<file path="src/rtl/traffic_pkg.sv">
// Shared constants for the traffic light controller and its manual panel.
//   Light encodings : RED_STATE, YELLOW_STATE, GREEN_STATE (2'b11 is never produced)
//   Mode encodings  : MODE_AUTO, MODE_MANUAL
//   Helpers         : next_light() for the manual step sequence,
//                     cnt_width() for sizing counters from parameters
package traffic_pkg;

    localparam logic [1:0] RED_STATE    = 2'b00;
    localparam logic [1:0] YELLOW_STATE = 2'b01;
    localparam logic [1:0] GREEN_STATE  = 2'b10;

    localparam logic MODE_AUTO   = 1'b0;
    localparam logic MODE_MANUAL = 1'b1;

    // RED -> YELLOW -> GREEN -> RED; anything unexpected recovers to RED.
    function automatic logic [1:0] next_light(input logic [1:0] cur);
        logic [1:0] nxt;
        case (cur)
            RED_STATE:    nxt = YELLOW_STATE;
            YELLOW_STATE: nxt = GREEN_STATE;
            default:      nxt = RED_STATE;
        endcase
        return nxt;
    endfunction

    // Width of a counter that must hold 0..n-1; never narrower than one bit.
    function automatic int cnt_width(input int n);
        return (n > 1) ? $clog2(n) : 1;
    endfunction

endpackage

</file>
<file path="src/rtl/button_debouncer.sv">
// Synchroniser, debouncer and press detector for one raw push button.
//   clk      in   system clock
//   reset    in   asynchronous, active-low reset
//   btn_raw  in   raw button level, asynchronous to clk
//   level    out  debounced button level
//   press    out  one-cycle pulse on a debounced rising edge
module button_debouncer
    import traffic_pkg::*;
#(
    parameter int DEBOUNCE_CYCLES = 1_000_000
) (
    input  logic clk,
    input  logic reset,
    input  logic btn_raw,
    output logic level,
    output logic press
);

    localparam int CNT_W = cnt_width(DEBOUNCE_CYCLES);
    localparam logic [CNT_W-1:0] CNT_LAST = CNT_W'(DEBOUNCE_CYCLES - 1);

    logic             sync_q1;
    logic             sync_q2;
    logic [CNT_W-1:0] db_cnt;
    logic [CNT_W-1:0] arm_cnt;
    logic             armed;

    // After reset, press generation stays disarmed until the button has been
    // seen released for a full debounce window. A button held through reset
    // therefore re-acquires its level silently and must be released and
    // pressed again before it produces a press.
    always_ff @(posedge clk or negedge reset) begin
        if (!reset) begin
            sync_q1 <= 1'b0;
            sync_q2 <= 1'b0;
            level   <= 1'b0;
            press   <= 1'b0;
            db_cnt  <= '0;
            arm_cnt <= '0;
            armed   <= 1'b0;
        end else begin
            sync_q1 <= btn_raw;
            sync_q2 <= sync_q1;
            press   <= 1'b0;

            if (sync_q2 == level) begin
                db_cnt <= '0;
            end else if (db_cnt == CNT_LAST) begin
                level  <= sync_q2;
                db_cnt <= '0;
                press  <= sync_q2 & armed;
            end else begin
                db_cnt <= db_cnt + CNT_W'(1);
            end

            if (!armed) begin
                if (sync_q2 || level) begin
                    arm_cnt <= '0;
                end else if (arm_cnt == CNT_LAST) begin
                    armed <= 1'b1;
                end else begin
                    arm_cnt <= arm_cnt + CNT_W'(1);
                end
            end
        end
    end

endmodule

</file>
<file path="src/rtl/manual_panel_controller.sv">
// Front-panel command source for the traffic light controller's manual
// override inputs: two debounced buttons drive an AUTO/MANUAL mode FSM.
//   clk              in   system clock
//   reset            in   asynchronous, active-low reset
//   btn_mode         in   raw button; press toggles AUTO/MANUAL
//   btn_step         in   raw button; press advances the light in MANUAL
//   manual_override  out  1 while in MANUAL
//   manual_state     out  requested light (RED/YELLOW/GREEN)
//   cmd_strobe       out  one-cycle pulse when override or state changes
//   idle_secs        out  seconds since last accepted press in MANUAL, else 0
//
// state       | meaning
// MODE_AUTO   | controller runs its own sequence; step presses ignored
// MODE_MANUAL | controller follows manual_state; idle timeout returns to AUTO
module manual_panel_controller
    import traffic_pkg::*;
#(
    parameter int CLK_HZ          = 100_000_000,
    parameter int DEBOUNCE_CYCLES = 1_000_000,
    parameter int TIMEOUT_S       = 30
) (
    input  logic       clk,
    input  logic       reset,
    input  logic       btn_mode,
    input  logic       btn_step,
    output logic       manual_override,
    output logic [1:0] manual_state,
    output logic       cmd_strobe,
    output logic [5:0] idle_secs
);

    localparam int PRESC_W = cnt_width(CLK_HZ);
    localparam logic [PRESC_W-1:0] PRESC_LAST = PRESC_W'(CLK_HZ - 1);

    logic               mode;
    logic [PRESC_W-1:0] presc;
    logic               mode_press;
    logic               step_press;
    logic               mode_level;
    logic               step_level;
    logic               levels_unused;
    logic               timeout_hit;

    button_debouncer #(.DEBOUNCE_CYCLES(DEBOUNCE_CYCLES)) u_mode_btn (
        .clk     (clk),
        .reset   (reset),
        .btn_raw (btn_mode),
        .level   (mode_level),
        .press   (mode_press)
    );

    button_debouncer #(.DEBOUNCE_CYCLES(DEBOUNCE_CYCLES)) u_step_btn (
        .clk     (clk),
        .reset   (reset),
        .btn_raw (btn_step),
        .level   (step_level),
        .press   (step_press)
    );

    // Only the press pulses steer the FSM; the levels are kept for visibility.
    assign levels_unused = mode_level | step_level;

    // The second that would bring idle_secs up to TIMEOUT_S ends MANUAL instead.
    assign timeout_hit = (TIMEOUT_S != 0) && ((int'(idle_secs) + 1) == TIMEOUT_S);

    assign manual_override = (mode == MODE_MANUAL);

    // Priority: mode press, then step press, then idle timeout, so a press
    // landing in the timeout cycle always wins.
    always_ff @(posedge clk or negedge reset) begin
        if (!reset) begin
            mode         <= MODE_AUTO;
            manual_state <= RED_STATE;
            cmd_strobe   <= 1'b0;
            presc        <= '0;
            idle_secs    <= '0;
        end else begin
            cmd_strobe <= 1'b0;
            if (mode_press) begin
                cmd_strobe <= 1'b1;
                presc      <= '0;
                idle_secs  <= '0;
                if (mode == MODE_AUTO) begin
                    mode         <= MODE_MANUAL;
                    manual_state <= RED_STATE;
                end else begin
                    mode <= MODE_AUTO;
                end
            end else if (mode == MODE_MANUAL) begin
                if (step_press) begin
                    manual_state <= next_light(manual_state);
                    cmd_strobe   <= 1'b1;
                    presc        <= '0;
                    idle_secs    <= '0;
                end else if (presc == PRESC_LAST) begin
                    presc <= '0;
                    if (timeout_hit) begin
                        mode       <= MODE_AUTO;
                        cmd_strobe <= 1'b1;
                        idle_secs  <= '0;
                    end else if (idle_secs != 6'd63) begin
                        idle_secs <= idle_secs + 6'd1;
                    end
                end else begin
                    presc <= presc + PRESC_W'(1);
                end
            end
        end
    end

endmodule
</file>
<file path="config.mk">
export PLATFORM = sky130hd
export DESIGN_NAME = manual_panel_controller
export DESIGN_NICKNAME = d
export VERILOG_FILES = /design/src/rtl/traffic_pkg.sv /design/src/rtl/button_debouncer.sv /design/src/rtl/manual_panel_controller.sv
export SDC_FILE = /design/constraint.sdc
export NUM_CORES = 1
export LEC_CHECK = 0
export CAP_MARGIN = 20
export CORE_UTILIZATION = 50
export CTS_BUF_LIST = sky130_fd_sc_hd__clkbuf_16
export DETAILED_ROUTE_END_ITERATION = 10
export DONT_BUFFER_PORTS = 1
export GPL_ROUTABILITY_DRIVEN = 1
export HOLD_SLACK_MARGIN = 0.06
export PLACE_DENSITY = 0.76
export REMOVE_ABC_BUFFERS = 1
export SYNTH_ARGS = -nofsm -noshare
export SYNTH_HDL_FRONTEND = slang
export SYNTH_SLANG_ARGS = --single-unit
export TNS_END_PERCENT = 20
</file>
<file path="constraint.sdc">
create_clock -name clk -period 3 [get_ports clk]
set_input_delay 0.15 -clock clk [delete_from_list [all_inputs] [get_ports clk]]
set_output_delay 0.15 -clock clk [all_outputs]
set_load 0.03 [all_outputs]
</file>
**Yosys cells after proc, flatten, opt, wreduce, memory -nomap -nowiden**

Cells that the tools add are included.

- $add $sub $neg: 7
- Equality and inequality tests: 13
- Muxes and demuxes: 44
- Bitwise logic cells: 6
- Reduce and logical (&&, ||, !) cells: 13

Operators with widths:

| cell | number |
|---|---|
| $mux 20 | 8 |
| $mux 27 | 4 |
| $add 20x1->20 const B | 4 |
| $eq 20x20->1 const B | 4 |
| $mux 6 | 6 |
| $add 27x1->27 const B | 1 |
| $eq 27x27->1 const B | 1 |
| $mux 1 | 21 |
| $mux 2 | 4 |
| $reduce_and 2->1 | 4 |
| $add 6x1->7 const B | 1 |
| $eq 7x5->1 const B | 1 |
| $add 6x1->6 const B | 1 |
| $ne 6x6->1 const B | 1 |
| $reduce_and 3->1 | 2 |
| $ne 2x1->1 const B | 2 |
| $not 1->1 | 4 |
| $pmux 2 s2 | 1 |
| $reduce_bool 2->1 | 2 |
| $reduce_bool 4->1 | 1 |
| $reduce_bool 3->1 | 1 |
| $and 1x1->1 | 2 |
| $eq 1x1->1 | 2 |
| $eq 2x1->1 const B | 1 |
| other kinds (3) | 4 |

- Register bits after elaboration: 127
- Input port bits: 4
- Output and inout bits: 10
- Word-level logic and storage cells: 102

**Logic depth before layout (Yosys ltp)**

Gate-level depths: netlist (run 1).

- Word-level depth: 7
- Mapped depth: 8
- Gate-level depth less buffers: 7

**Modules after synthesis**

A second synthesis (run 1) with hierarchy kept.

- Cell total of the unflattened synthesis: 737
- Area total of the unflattened synthesis: 7049.3 um2

Modules (own cells, without submodules):

| module | times used | cells an instance | area each (um2) | seq. area each (um2) |
|---|---|---|---|---|
| button_debouncer | 2 | 251 | 2439.8 | 1126.1 |
| manual_panel_controller | 1 | 235 | 2169.6 | 925.9 |

**Worst setup path after synthesis (run 1)**

No wires, ideal clock.

- Path type: reg2reg
- Start point: register idle_secs[0]
- End point: register idle_secs[1]
- Setup time: 0.095 ns
- Data arrival time: 1.801 ns
- Data required time: 2.905 ns
- Slack: 1.104 ns
- Stages on the path, launching flop included: 7
- Buffers on the path: 0
- Clock period less this slack: 1.896 ns
- Cells stage by stage: dfrtp_1 > ha_1 > nor2b_1 > nor3b_1 > a211oi_2 > and2b_1 > o31ai_1

- Longest elaborated chain between the ends: 7
- Elaborated cells between the ends (all ways): 12
- Those cells by class: add/sub: 2; eq/ne: 2; mux: 6; reduce/logical: 2

Ends and longest elaborated chain:

| what | RTL line | source |
|---|---|---|
| start, declared | manual_panel_controller.sv:29 | `output logic [5:0] idle_secs` |
| start signal, assigned | manual_panel_controller.sv:102 | `idle_secs <= idle_secs + 6'd1;` |
| $add 6x1->7 / $add 6x1->6 (equally long branches) | manual_panel_controller.sv:64, manual_panel_controller.sv:102 |  |
| $eq 7x5->1 / $mux 6 (equally long branches) | manual_panel_controller.sv:64, manual_panel_controller.sv:101 |  |
| $mux 6 | manual_panel_controller.sv:97 | `if (timeout_hit) begin` |
| $mux 6 | manual_panel_controller.sv:95 | `end else if (presc == PRESC_LAST) begin` |
| $mux 6 | manual_panel_controller.sv:90 | `if (step_press) begin` |
| $mux 6 | manual_panel_controller.sv:89 | `end else if (mode == MODE_MANUAL) begin` |
| $mux 6 | manual_panel_controller.sv:79 | `if (mode_press) begin` |

Several ways; a longest one is shown, not always the timed one. The select of a mux whose other input is x is not followed.
A chain may end at the register's enable or synchronous reset.

**Worst setup path after layout (run 1)**

- Start point: register u_mode_btn.sync_q2
- End point: register u_mode_btn.arm_cnt[16]

- Longest elaborated chain between the ends: 3
- Elaborated cells between the ends (all ways): 4
- Those cells by class: eq/ne: 1; mux: 1; reduce/logical: 2

Ends and longest elaborated chain:

| what | RTL line | source |
|---|---|---|
| start, declared | button_debouncer.sv:23 | `logic sync_q2;` |
| start signal, assigned | button_debouncer.sv:43 | `sync_q2 <= sync_q1;` |
| $logic_or 1x1->1 * | button_debouncer.sv:57 | `if (sync_q2 \|\| level) begin` |
| $ne 2x1->1 (no source line) | - |  |
| $reduce_and 2->1 (no source line) | - |  |
| end signal, assigned | button_debouncer.sv:62 | `arm_cnt <= arm_cnt + CNT_W'(1);` |
| end, declared | button_debouncer.sv:25 | `logic [CNT_W-1:0] arm_cnt;` |

Every way passes the cells marked *; elsewhere a longest branch is shown, timed or not.

==> summary.md, run 1 <==
| Metric | Value |
|---|---|
| CTS Buf Count | `17` |
| Initial Util | `0.5139` |
| Setup_tns | `0 ps` |
| DRT Wirelength | `~13 mm` |
| Worst setup SP type | `flip-flop` |
| Share of cells above drive strength 1 | `0.07536` |
| Top cell type's share of synthesized area | `0.4881` |
| Pre-Repair DR Iteration Count | `5` |
| CP startpoint | `u_mode_btn.sync_q2$_DFF_PN0_` |
| R2r startpoint | `u_mode_btn.sync_q2$_DFF_PN0_` |
| Clock Pin Slew Worst Setup and Hold Paths | `60 ps` |
| Reg power frac | `0.455` |
| Switching pwr | `approximately 0.85 mW` |
| Aggregate global-route resource usage | `0.2151` |
| Worst Clk Skew | `between 6 and 7 ps` |
| Setup Crit Path Kind | `reg2reg` |
| Post-route DRC | `0` |
| CP arrival | `2900 ps` |
| Area of the multi-input gates | `3184 µm²` |
| Yosys cell types | `55` |
| Setup violators final | `0` |
| Pins over their slew limit | `0` |
| Max Fclk | `slightly below 0.4 GHz` |
| Die Height | `around 120 µm` |
| Clk Latency, worst-skew pair | `430 ps` |
| FF/Latch Area | `3178 µm²` |
| Power Dens Cells | `527.5 nW/µm²` |
| Initial antenna violation count | `0` |
| CP max FO | `17` |
| Minimum clock period | `2554 ps` |
| Post-synth EDFFs | `0` |
| Worst Setup Slack, final | `446.2 ps` |
| GP Congestion | `between 0.8 and 0.9` |
| Slowest CP cell | `o21ai_2` |
| Worst-case reg-to-reg path depth | `7` |
| CP Capture Point | `u_mode_btn.arm_cnt[16]$_DFFE_PN0P_` |
| Post-CTS Setup Inserts | `0` |
| First-pass GRT wire length | `22.65 mm` |
| Clk sinks | `127` |
| Syn Inst Count | `roughly 670` |
| Core area | `12670 µm²` |
| Reg-to-reg setup timing slack | `~450 ps` |
| Routed vias | `4997` |
| Cell breakdown of the critical path | `inv_1 > ha_1 > and4_1 > nand4_1 > o21ai_2 > nor2_1 > nor2_1` |
| Worst Tran Pin Value | `1047 ps` |
| Vias in the first global route | `4837` |
| Worst vdd ir | `379.1 µV` |
| Synth area leader | `dfrtp_1` |
| Sw frac | `0.2219` |
| Main synth FF type | `dfrtp_1` |
| Area Overhead vs Synth | `11.55%` |
| CP peak stage delay | `620 ps` |
| RSZ-0062 raised after global routing | `no` |
| # diodes | `0` |
| Syn Area/Cell | `9.689 µm²` |
| Hold WC Path Type | `in2async` |
| Congestion Overflow GR | `0` |
| PostCTS Resize Cnt | `0` |
| DP HPWL | `8.440 mm` |
| Count leader, synth | `dfrtp_1` |
| Post-DRT Antenna Nets | `0` |
| CTS tree | `yes` |
| Io pins | `14` |
| Register area share after synthesis | `0.4881` |
| Root buffer cell | `clkbuf_16` |
| Cell area after synthesis | `6511 µm²` |
| CP delay by family, top | `simple AND/OR/NAND/NOR gates` |
| Port Buf Inserts | `0` |
| Clock power frac | `0.530` |
| Rows | `41` |
| Yosys warns | `0` |
| WHS | `-579.9 ps` |
| Final nets | `690` |
| Count of hold-fix buffers inserted at cts | `2` |
| Number of synthesized register bits | `127` |
| Power share of the combinational group | `0.015` |
| FILL cells | `1051` |
| Largest cells by area after synthesis | `dfrtp_1 (49%), xor2_1 (6.6%), nor2_1 (5.4%)` |
| Routed vias/inst | `5.797` |
| Slew HR | `0.2996` |
| Placed cells | `827` |
| Max Root-Sink Buffers | `2` |
| Final hold vios | `127` |
| Required time of the critical path | `3350 ps` |
| H-tree depth | `4` |
| Run status | `finished with violations` |
| Crit path top cell by count | `nor2_1` |
| Buf+Inv Stages, Crit Path | `1` |
| Pre-CTS setup slack | `456.5 ps` |
| P_int | `2.981 mW` |
| Largest net degree at the start of global routing | `~130` |
| CP endpoint kind | `flip-flop` |
| Most frequent cells after synthesis | `dfrtp_1 (127), nor2_1 (93), nand2_1 (54)` |
| Total Die Area | `roughly 13000 µm²` |
| Total power | `3.831 mW` |
| Initial DRC Count | `478` |
| # Max-Cap Violations | `0` |
| Violated checks | `negative hold slack` |
| Routed len/inst | `15.05 µm` |
| Layout Cells excl Fill | `862` |
| Synth async-reset ratio | `1.000` |
| Tcrit/Tclk final | `0.8513` |
| Stages on worst setup path | `7` |
| Die Width | `116.1 µm` |
| Lkg Pwr | `between 3 and 4 nW` |
| Reg-to-reg endpoint | `u_mode_btn.arm_cnt[16]$_DFFE_PN0P_` |
## stage by stage
stage	utilization	area, µm²
final	0.5732	7263
after CTS	0.5728	7258
after global routing	0.5732	7263
after floorplan	-	6422
after detailed placement	0.5250	6653
after global placement	0.5250	6653
## logic make-up after synthesis
| group | count (synthesis) | synth area share |
|---|---|---|
| fa+ha+maj | 9 | 0.01729 |
| compound gates | 83 | 0.08801 |
| xor+xnor | 73 | 0.09819 |
| buf+inv | 35 | 0.02287 |
| flops | 127 | 0.4881 |
| mux | 3 | 0.004804 |
| simple gates | 342 | 0.2807 |
## flip-flops by register name (all words and copies together) (netlist names), 2 cells and up
signal and flops:
presc 27, u_mode_btn.arm_cnt 20, u_mode_btn.db_cnt 20, u_step_btn.arm_cnt 20, u_step_btn.db_cnt 20, idle_secs 6, manual_state 2
## per-layer routing
metal	global-route usage	vias to the layer above	share of wire
met5	0	-	0
li1	-	2404	-
met3	0.05605	25	0.040
met4	0.09060	0	0.017
met1	0.2771	2478	0.46
met2	0.3448	90	0.48
## cell usage in the layout, fill, tap and decap left out, drive strengths merged, types with 3 or more instances in the layout
cell        n
nor4b      10
nand2b      6
and2       13
nor2       93
and4       11
a31oi       6
nand2      54
a21o        3
xnor2      24
clkinv      4
o22a        3
clkinvlp    4
xor2       49
nand4      35
a22o        5
nor3b       5
nand3b      3
clkbuf     18
a21oi       5
nor2b       6
nor4       12
o31ai      11
or3         5
o41ai       5
ha          9
o21ai      35
or2         7
nand3      45
dfrtp     127
and3       25
inv        21
nor3        8
## power groups by stage
stage                     Clock [mW]  Sequential, mW  Combinational (mW)
final                           2.03            1.74              0.0572
after global routing            2.16            1.75              0.0660
after CTS                       2.06            1.74              0.0575
after detailed placement           0            1.78              0.0555
after global placement             0            1.77              0.0533
after floorplan                    0            1.77              0.0430
## how the worst min path moves through the flow
stage	from	to	depth (start not counted)
global placement	reset	u_step_btn.arm_cnt[18]$_DFFE_PN0P_	0
floorplan	reset	cmd_strobe$_DFF_PN0_	0
detailed placement	reset	u_step_btn.arm_cnt[16]$_DFFE_PN0P_	0
finish	reset	u_step_btn.arm_cnt[12]$_DFFE_PN0P_	0
CTS	reset	u_step_btn.arm_cnt[6]$_DFFE_PN0P_	0
global route	reset	u_step_btn.arm_cnt[5]$_DFFE_PN0P_	0
## area by class of cell
type	count	area share
multi-input cells	510	0.4384
clock inverters	15	0.02205
inverters	16	0.008269
flip-flops and latches	127	0.4376
well taps	172	0.02963
clock buffers	17	0.05857
repair buffers	5	0.005512
Power figures use the tool's default switching activity.
==> run 2, diff against run 1 <==
--- a/config.mk
+++ b/config.mk
@@ -16,5 +16,6 @@
 export REMOVE_ABC_BUFFERS = 1
 export SYNTH_ARGS = -nofsm -noshare
 export SYNTH_HDL_FRONTEND = slang
+export SYNTH_HIERARCHICAL = 1
 export SYNTH_SLANG_ARGS = --single-unit
 export TNS_END_PERCENT = 20
==> constraint.sdc (replaced) <==
create_clock -name clk -period 3 [get_ports clk]
set_input_delay 0.15 -clock clk [delete_from_list [all_inputs] [get_ports clk]]
set_output_delay 0.15 -clock clk [all_outputs]
set_load 0.01 [all_outputs]
==> run 2 against run 1 <==
Net effect: the run still ends with negative hold slack left; hold slack improved by 9.5 ps; first-iteration DRC count increased by 11%; clock power decreased by 9%; count of clock-buffer cells in the layout unchanged; critical path depth unchanged; register-to-register slack about the same; sequential power about the same; maximum frequency increased by 0.49%; critical path type unchanged; critical endpoint is now presc[19]$_DFFE_PN0P_; largest cell class unchanged.
==> summary.md, run 2 <==
| Metric | Value |
|---|---|
| Post-route DRC | `0 (unchanged)` |
| Largest cells by area after synthesis | `dfrtp_1 (45%), xor2_1 (3.1%), nor2_1 (2.9%)` |
| Worst vdd ir | `408.8 µV (+7.8%)` |
| Yosys warns | `6 (+6)` |
| Cell area after synthesis | `7049 µm² (+8.3%)` |
| Post-DRT Antenna Nets | `0 (unchanged)` |
| Slew HR | `0.5017 (+0.2021)` |
| Largest net degree at the start of global routing | `128 (unchanged)` |
| Final hold vios | `127 (unchanged)` |
| Syn Area/Cell | `9.565 µm² (-1.3%)` |
| Initial DRC Count | `531 (+11%)` |
| Total Die Area | `14580 µm² (+8.1%)` |
| Area Overhead vs Synth | `9.673%` |
| DP HPWL | `9.875 mm (+17%)` |
| Io pins | `14 (unchanged)` |
| Most common cell after layout, fill and taps aside | `dfrtp_1` |
| Lkg Pwr | `3.136 nW (-0.34%)` |
| Routed len/inst | `16.32 µm (+8.4%)` |
| Synth async-reset ratio | `1.000 (unchanged)` |
| Worst Clk Skew | `8.804 ps (+1.959 ps)` |
| Synth area leader | `dfrtp_1` |
| Max FFs per register | `27 (unchanged)` |
| CP arrival | `2810 ps (-90 ps)` |
| Slowest CP cell | `or3_2` |
| FF/Latch Area | `3178 µm² (unchanged)` |
| Total power | `3.684 mW (-3.8%)` |
| Worst-case reg-to-reg path depth | `7 (unchanged)` |
| Die Width | `120.7 µm (+4.0%)` |
| Top cell type's share of synthesized area | `0.4508 (-0.03725)` |
| Hold WC Path Type | `in2async` |
| CP startpoint | `presc[0]$_DFFE_PN0P_` |
| Area of the multi-input gates | `3566 µm² (+12%)` |
| # Max-Cap Violations | `0 (unchanged)` |
| CP endpoint kind | `flip-flop` |
| Max Fclk | `0.3935 GHz (+0.49%)` |
| Die Height | `120.7 µm (+4.0%)` |
| Pre-Repair DR Iteration Count | `5 (unchanged)` |
| Routed vias/inst | `6.241 (+7.7%)` |
| Core area | `13830 µm² (+9.1%)` |
| First-pass GRT wire length | `26.62 mm (+18%)` |
| Number of synthesized register bits | `127 (unchanged)` |
| Setup violators final | `0 (unchanged)` |
| Final nets | `748 (+8.4%)` |
| CP max FO | `14 (-3)` |
| Port Buf Inserts | `0 (unchanged)` |
| # diodes | `0 (unchanged)` |
| Count leader, synth | `dfrtp_1` |
| Share of cells above drive strength 1 | `0.08957 (+0.01421)` |
| Layout Utilization | `0.5591 (-0.01408)` |
| Aggregate global-route resource usage | `0.2263 (+0.01127)` |
| Yosys cell types | `71 (+29%)` |
| Setup Crit Path Kind | `reg2reg` |
| CTS Buf Count | `17 (unchanged)` |
| WHS | `-570.4 ps (+9.501 ps)` |
| Congestion Overflow GR | `0 (unchanged)` |
| CP peak stage delay | `560 ps (-60 ps)` |
| Initial Util | `0.5098 (-0.004056)` |
| Initial antenna violation count | `0 (unchanged)` |
| DRT Wirelength | `15.14 mm (+17%)` |
| FILL cells | `1175 (+12%)` |
| Commonest non-fill, non-tap cells in the layout | `dfrtp_1 (127), nor2_1 (55), nand2_1 (46)` |
| Minimum clock period | `2541 ps (-12.55 ps)` |
| Worst setup SP type | `flip-flop` |
| Register area share after synthesis | `0.4508 (-0.03725)` |
| R2r startpoint | `presc[0]$_DFFE_PN0P_` |
| Reg-to-reg endpoint | `presc[19]$_DFFE_PN0P_` |
| Most frequent cells after synthesis | `dfrtp_1 (127), nor2_1 (55), nand2_1 (46)` |
| Clk Latency, worst-skew pair | `420 ps (about the same)` |
| Main synth FF type | `dfrtp_1` |
| Clk sinks | `127 (unchanged)` |
| Cell breakdown of the critical path | `ha_1 > nand3_1 > or3_2 > o31ai_1 > buf_4 > and2_1 > nor2_1` |
| Clock Pin Slew Worst Setup and Hold Paths | `60 ps (about the same)` |
| Vias in the first global route | `5822 (+20%)` |
| Worst Tran Pin Value | `740.6 ps (-306.4 ps)` |
| Post-synth EDFFs | `0 (unchanged)` |
| RSZ-0062 raised after global routing | `no` |
| Rows | `43 (+4.9%)` |
| Run status | `finished with violations` |
| H-tree depth | `4 (unchanged)` |
| CTS tree | `yes` |
| Tcrit/Tclk final | `0.8471 (-0.004183)` |
| Post-CTS Setup Inserts | `0 (unchanged)` |
| Max Root-Sink Buffers | `2 (unchanged)` |
| Routed vias | `5792 (+16%)` |
| Reg-to-reg setup timing slack | `460 ps (about the same)` |
| Syn Inst Count | `737 (+9.7%)` |
| Pins over their slew limit | `0 (unchanged)` |
| Root buffer cell | `clkbuf_16` |
| Largest Register | `presc` |
| Violated checks | `negative hold slack` |
| Count of hold-fix buffers inserted at cts | `2 (unchanged)` |
| GP Congestion | `0.8511 (+4.2%)` |
| Power Dens Cells | `476.5 nW/µm² (-9.7%)` |
| PostCTS Resize Cnt | `0 (unchanged)` |
| Required time of the critical path | `3270 ps (-80 ps)` |
| Setup_tns | `0 ps (unchanged)` |
[run 2: cell types whose count changed after synthesis, moves of 12 or more]
cell     change
inv_1       +26
or3_1       +15
a21oi_1     +18
xor2_1      -24
or4_1       +14
xnor2_1     -12
nor2_1      -38
[run 2: cell families after synthesis]
logic type,share of synthesized area
XOR/XNOR,0.04597
multiplexers,0.02077
adder cells (fa/ha/maj),0.01597
AND/OR/NAND/NOR,0.2636
AO/OA/AOI/OAI,0.1581
buffers and inverters,0.04473
flip-flops,0.4508
[run 2: worst max-delay path by stage]
stage                                 end  slack [ps]  depth (start not counted)
floorplan           presc[10]$_DFFE_PN0P_         370                          6
global placement    presc[14]$_DFFE_PN0P_         640                          7
detailed placement  presc[19]$_DFFE_PN0P_         490                          7
CTS                 presc[19]$_DFFE_PN0P_         490                          7
global route        presc[26]$_DFFE_PN0P_         240                          7
finish              presc[19]$_DFFE_PN0P_         460                          7
[run 2: area by class of cell]
| class | instances | area share |
|---|---|---|
| Clock buffer | 17 | 0.05503 |
| Clock inverter | 15 | 0.01376 |
| Inverter | 42 | 0.02039 |
| Multi-Input combinational cell | 538 | 0.4612 |
| Sequential cell | 127 | 0.4111 |
| Tap cell | 180 | 0.02913 |
| Timing Repair Buffer | 9 | 0.009387 |
[run 2: report_power, final]
part           leakage [nW]  internal [mW]  switching, mW
combinational          1.11         0.0350         0.0466
sequential             1.76           1.73         0.0176
clock                 0.274           1.12          0.739
[run 2: per-layer routing]
layer / part of all wire / global-route usage / vias up
met1: 0.45 / 0.2855 / 2867
met4: 0.014 / 0.08873 / 0
li1: - / - / 2739
met3: 0.043 / 0.05000 / 24
met2: 0.49 / 0.3779 / 162
met5: 0 / 0 / -
[run 2: critical path, delay by kind of cell, from the launching register on]
kind	cells	cell delay, ps
simple gates	4	1320
buf+inv	1	230
fa+ha+maj	1	210
compound gates	1	250
flops	1	390
[run 2: through the flow]
stage | worst slack [ps] | hold slack, ps | cells | instance area [µm²]
floorplan | 365.5 | -145.6 | 707 | 6892
global placement | 638.0 | -140.2 | 894 | 7179
detailed placement | 489.9 | -140.4 | 894 | 7179
CTS | 491.8 | -582.9 | 928 | 7731
global route | 242.8 | -593.0 | 928 | 7731
finish | 458.8 | -570.4 | 928 | 7731
